**src/rtl/rifl_tx_user_fifo.sv**
```systemverilog
// rifl_tx_user_fifo: user-side AXI4-Stream buffer in front of the core TX port.
// First-word-fall-through FIFO with optional store-and-forward release, so a
// packet reaches the core without mid-packet valid gaps. Occupancy, packet
// count and an almost-full flag are exported for flow-control monitoring.
module rifl_tx_user_fifo #(
    parameter int DWIDTH       = 240,
    parameter int DEPTH        = 16,
    parameter bit STORE_FWD    = 1'b0,
    parameter int AFULL_THRESH = 12
) (
    input  logic                       tx_frame_clk,
    input  logic                       tx_frame_rst_n,
    input  logic [DWIDTH-1:0]          s_axis_tdata,
    input  logic [DWIDTH/8-1:0]        s_axis_tkeep,
    input  logic                       s_axis_tlast,
    input  logic                       s_axis_tvalid,
    output logic                       s_axis_tready,
    output logic [DWIDTH-1:0]          m_axis_tdata,
    output logic [DWIDTH/8-1:0]        m_axis_tkeep,
    output logic                       m_axis_tlast,
    output logic                       m_axis_tvalid,
    input  logic                       m_axis_tready,
    output logic [$clog2(DEPTH):0]     occupancy,
    output logic [$clog2(DEPTH):0]     pkt_cnt,
    output logic                       almost_full,
    output logic                       cut_thru_forced
);

    localparam int AW = $clog2(DEPTH);
    localparam int KW = DWIDTH / 8;

    typedef struct packed {
        logic              last;
        logic [KW-1:0]     keep;
        logic [DWIDTH-1:0] data;
    } entry_t;

    entry_t        mem [DEPTH];
    entry_t        head;
    logic [AW:0]   wr_ptr, rd_ptr;
    logic [AW:0]   occ_q, occ_d;
    logic [AW:0]   pkt_q, pkt_d;
    logic          rdy_q;
    logic          in_pkt;
    logic          forced_q;
    logic          full, empty;
    logic          wr_en, rd_en;
    logic          wr_last, rd_last;

    // Full when the pointers differ only in the wrap bit, empty when equal.
    assign full  = (wr_ptr[AW] != rd_ptr[AW]) && (wr_ptr[AW-1:0] == rd_ptr[AW-1:0]);
    assign empty = (wr_ptr == rd_ptr);

    // Input ready is purely registered state: held low through reset, then !full.
    assign s_axis_tready = rdy_q && !full;
    assign wr_en         = s_axis_tvalid && s_axis_tready;
    assign wr_last       = wr_en && s_axis_tlast;

    // Head entry falls through to the output; it only changes on a read.
    assign head          = mem[rd_ptr[AW-1:0]];
    assign m_axis_tdata  = head.data;
    assign m_axis_tkeep  = head.keep;
    assign m_axis_tlast  = head.last;
    assign rd_en         = m_axis_tvalid && m_axis_tready;
    assign rd_last       = rd_en && head.last;

    assign occupancy       = occ_q;
    assign pkt_cnt         = pkt_q;
    assign cut_thru_forced = forced_q;

    // Output valid: cut-through releases any stored beat; store-and-forward
    // waits for a complete packet, a full FIFO (oversized packet), or an
    // already started packet that must drain without gaps.
    always_comb begin
        if (STORE_FWD)
            m_axis_tvalid = !empty && ((pkt_q != '0) || full || in_pkt);
        else
            m_axis_tvalid = !empty;
    end

    // Next-state occupancy and packet count; simultaneous in/out cancels.
    always_comb begin
        occ_d = occ_q;
        if (wr_en && !rd_en)
            occ_d = occ_q + (AW+1)'(1);
        else if (!wr_en && rd_en)
            occ_d = occ_q - (AW+1)'(1);

        pkt_d = pkt_q;
        if (wr_last && !rd_last)
            pkt_d = pkt_q + (AW+1)'(1);
        else if (!wr_last && rd_last)
            pkt_d = pkt_q - (AW+1)'(1);
    end

    // Storage array: not reset, contents only matter behind a valid pointer.
    always_ff @(posedge tx_frame_clk) begin
        if (wr_en)
            mem[wr_ptr[AW-1:0]] <= '{last: s_axis_tlast, keep: s_axis_tkeep, data: s_axis_tdata};
    end

    // Pointers, counters and status flags.
    always_ff @(posedge tx_frame_clk or negedge tx_frame_rst_n) begin
        if (!tx_frame_rst_n) begin
            wr_ptr      <= '0;
            rd_ptr      <= '0;
            occ_q       <= '0;
            pkt_q       <= '0;
            rdy_q       <= 1'b0;
            almost_full <= 1'b0;
        end else begin
            rdy_q       <= 1'b1;
            if (wr_en)
                wr_ptr <= wr_ptr + (AW+1)'(1);
            if (rd_en)
                rd_ptr <= rd_ptr + (AW+1)'(1);
            occ_q       <= occ_d;
            pkt_q       <= pkt_d;
            almost_full <= (int'(occ_d) >= AFULL_THRESH);
        end
    end

    // Packet-in-flight tracker: keeps an opened packet flowing to its tlast.
    always_ff @(posedge tx_frame_clk or negedge tx_frame_rst_n) begin
        if (!tx_frame_rst_n)
            in_pkt <= 1'b0;
        else if (rd_en)
            in_pkt <= !head.last;
    end

    // Sticky flag: store-and-forward had to fall back to cut-through.
    always_ff @(posedge tx_frame_clk or negedge tx_frame_rst_n) begin
        if (!tx_frame_rst_n)
            forced_q <= 1'b0;
        else if (STORE_FWD && full && (pkt_q == '0))
            forced_q <= 1'b1;
    end

endmodule

```
**config.mk**
```make
export PLATFORM = sky130hd
export DESIGN_NAME = rifl_tx_user_fifo
export DESIGN_NICKNAME = d
export VERILOG_FILES = /design/src/rtl/rifl_tx_user_fifo.sv
export SDC_FILE = /design/constraint.sdc
export NUM_CORES = 2
export LEC_CHECK = 0
export CORE_MARGIN = 2
export CORE_UTILIZATION = 45
export CTS_BUF_LIST = sky130_fd_sc_hd__clkbuf_8
export CTS_CLUSTER_DIAMETER = 60
export DETAILED_ROUTE_END_ITERATION = 10
export DONT_BUFFER_PORTS = 1
export GPL_ROUTABILITY_DRIVEN = 0
export PLACE_DENSITY_LB_ADDON = 0.25
export SETUP_SLACK_MARGIN = 0.1
export SYNTH_ARGS = -nofsm -noshare
export SYNTH_HDL_FRONTEND = slang
export SYNTH_MEMORY_MAX_BITS = 65536
export SYNTH_SLANG_ARGS = --single-unit
```
**constraint.sdc**
```tcl
create_clock -name tx_frame_clk -period 54.4 [get_ports tx_frame_clk]
set_input_delay 8.16 -clock tx_frame_clk [delete_from_list [all_inputs] [get_ports tx_frame_clk]]
set_output_delay 8.16 -clock tx_frame_clk [all_outputs]
set_load 0.01 [all_outputs]
```
==> metrics.txt <==
Tot GR Track Use between 20% and 30%; sw frac between 20 and 30%; crit-path max cell delay roughly 0.92 ns; Area after DPL approximately 170000 µm²; cts hold-fix bufs 0; Net Switching between 2000 and 3000 µW; main area contributors after synthesis edfxtp_1 (80%), mux4_2 (19%), clkbuf_1 (0.48%); vias per cell 5.82; Final Util between 50% and 60%; Seq pwr share 44.3%; status finished clean; Cell variety after synth a little over 40; Final #Nets between 6k and 7k; Clock Skews around 0.083 ns; Tmin final 16.47 ns; Routed Antenna Nets 0; PostCTS Resize Cnt 0; global route total overflow 0; worst-path fanout max approximately 150; Worst R2R Setup Slack 46.90 ns; router iterations before antenna repair 7; Crit path max-delay family buffers and inverters; Core ar. 362000 µm²; Final Instance Area 182000 µm²; RR Startpoint rd_ptr[0]; Slowest-stage cell, CP buf_4; Clock Sink Count ~4.4k; largest family of logic cells by synthesized area multiplexers; synthesized area approximately 160000 µm²; cell count of the worst reg-to-reg path 11; Max-slew headroom about 17%; number of synthesized register bits about 4.4k; final setup violation count 0; Clock Latency Late Sink between 1 and 1.5 ns; Initial DRC Count ~7.2k; Crit path required time ~46 ns; LEAKAGE 0.0566 µW; routed via count approximately 70k; sequential share of the synthesized area 80.0%; crit path capture type primary output; Post-Synth Adder-Cell Area less than 1%; TritonCTS clock tree built; Startpoint Class register; Crit Path Category register to primary output; row count roughly 220; Worst EP arrival 8.31 ns; Post-DP HPWL roughly 190000 µm; Critical path origin rd_ptr[1]; DRC violations left 0; WP depth 8; setup TNS 0 ns; CTS H-tree lvls 6; worst vdd ir 0.0434 mV; met3 Use GR between 5 and 6%; actual slew at the worst max-slew pin roughly 1.2 ns; worst reg2reg endpoint mem[4][168]; Root Driver clkbuf_8; CP endpoint m_axis_tdata[178]; Internal Dissipation between 6000 and 7000 µW; I/O pin total 560; clk buf depth 4; worst min path class register to register; Post-Synth Simple-Gate Area less than 1%; WP buf/inv 6; die area approximately 370000 µm²; xor-xnor portion of the synthesized cell area less than 1%; Die W 607 µm; pin count of the biggest net entering global routing 147; drt total wl between 300000 and 400000 µm; synthesized area per cell 26.6 µm²; Net Count, Synth 6434; Compound-Gate Fraction of Synth Area less than 1%; clock-pin slew on the worst setup and hold paths 0.06 ns; Tot Pwr just under 9000 µW; RSZ-0062 raised after global routing no; WL/cell roughly 32 µm; Max-Cap Viols 0; Ys Warns 1; area growth from synthesis to layout 11.7%; Fin. Hold Viols 0; number of global-route vias before repair 75.6k; FILL cells about 28k; TritonCTS Buffers 696; Yosys top cell area share 79.7%; final period utilization 30.3%; Fmax 0.0607 GHz; share of cells above drive strength 1 between 30% and 40%; PwrDens 49.0 nW/µm²; crit-path cells buf_12 > buf_4 > buf_4 > buf_4 > buf_4 > buf_4 > mux4_2 > mux4_2; Port Buf Inserts 0; M1 GR Usage 26.4%; post-CTS setup repair buffer count 0; first-pass GRT wire length 542000 µm; post-synthesis cell count 6147; combinational power share a little over a quarter; max-slew violations 0; post-synthesis mux area share around a fifth; clock share of power between 20% and 30%; grt met2 use 34.8%; Starting Density between 40% and 50%; most used cell, CP buf_4; layer with the highest usage met2; initial antenna violation count 6; cell type with the largest total area after synthesis edfxtp_1; WHS around 0.5 ns; Die Ht about 610 µm
==> synthesized netlist by cell type (all sizes together) <==
cell,n
o21ai,6
nor3,5
a21o,3
xor2,11
nor2b,1
or4,1
mux2i,1
o2111ai,1
a21oi,4
o22ai,1
o32ai,2
conb,2
and3,1
inv,8
o221ai,1
nand4,5
dfrtp,22
edfxtp,4336
xnor2,11
mux4,1354
and2,4
nand2b,3
buf,102
mux2,3
nand3,2
clkbuf,211
a211oi,2
and4,1
or2,1
nand2,15
ha,11
nor2,14
o41ai,1
fa,1
==> worst reg2reg max path, stage by stage, from the launching register on <==
cell	delay [ns]
dfrtp_4	0.94
buf_4	0.93
xor2_1	0.23
or4_1	0.28
nand2b_4	0.23
and2_1	0.33
nand2_1	0.29
nor2_4	0.87
buf_4	0.72
buf_4	0.85
buf_4	0.72
buf_4	0.68
==> state kept, by name, summed over array words and instances (netlist names) <==
register,flops
rdy_q,1
mem,4336
pkt_cnt,5
rd_ptr,5
wr_ptr,5
occupancy,5
almost_full,1
==> worst min-delay path by stage <==
| stage | startpoint | end | slack (ns) | depth (start not counted) |
|---|---|---|---|---|
| 3_3_place_gp | wr_ptr[4] | wr_ptr[4] | 0.48 | 1 |
| 2_1_floorplan | wr_ptr[4] | wr_ptr[4] | 0.47 | 1 |
| 5_1_grt | wr_ptr[4] | wr_ptr[4] | 0.51 | 1 |
| 4_1_cts | wr_ptr[4] | wr_ptr[4] | 0.50 | 1 |
| 6_report | rd_ptr[4] | rd_ptr[4] | 0.49 | 1 |
| 3_5_place_dp | wr_ptr[4] | wr_ptr[4] | 0.49 | 1 |
==> cells in the final DEF, fill, tap and decap left out, types with 4 or more instances in the layout <==
master      instances
inv_8              11
buf_12             19
inv_16              5
xnor2_1            11
dfrtp_4             4
ha_1               11
inv_1             253
clkinv_2           72
xor2_1             11
mux4_2           1354
clkinv_1          157
and2_1              4
a21oi_1             4
clkinv_8           17
inv_6               5
o21ai_0             6
nand4_1             5
diode_2             7
bufinv_16           9
nor2_4             11
nand2_1            15
nor3_2              4
inv_12             18
dfrtp_1            18
buf_4             134
edfxtp_1         4336
clkinvlp_4          6
clkbuf_8          707
==> layer usage <==
| metal | part of all wire, % | up-vias |
|---|---|---|
| met3 | 8.2 | 597 |
| met2 | 51 | 2514 |
| met5 | 0.0047 | - |
| met1 | 39 | 38600 |
| met4 | 2.6 | 2 |
| li1 | - | 28400 |
==> cells by family (layout without fill, tap and decap cells) <==
group | after synthesis | count (layout)
AOI/OAI and AO/OA | 21 | 21
xor gates and xnor gates | 22 | 22
adders and majority gates | 12 | 12
buffers and inverters | 321 | 1417
DFF | 4358 | 4358
muxes | 1358 | 1358
other | 2 | 9
and+or+nand+nor | 53 | 53
==> area by class of cell <==
class	count	area [µm²]	area share [%]
flip-flops and latches	4358	131000	71.7
multi-input cells	1468	31400	17.2
clock buffers	707	9730	5.33
well taps	4794	6000	3.29
clock inverters	549	3070	1.68
repair buffers	153	1390	0.760
inverters	8	37.5	0.0206
diodes	7	17.5	0.00960
==> power groups by stage <==
stage               clock, µW  sequential [µW]  combinational (µW)
global route             2790             3970                2540
CTS                      2650             3960                2460
floorplan                   0             4060                1770
detailed placement          0             4030                2460
global placement            0             4020                2450
finish                   2580             3960                2390
==> stage by stage <==
step | std cells | setup WS [ns]
global placement | 10800 | 39.24
detailed placement | 10800 | 39.19
global route | 12000 | 37.59
finish | 12000 | 37.93
CTS | 12000 | 37.87
floorplan | 6147 | 26.14
Note: power is estimated with default switching activity, not from simulation.
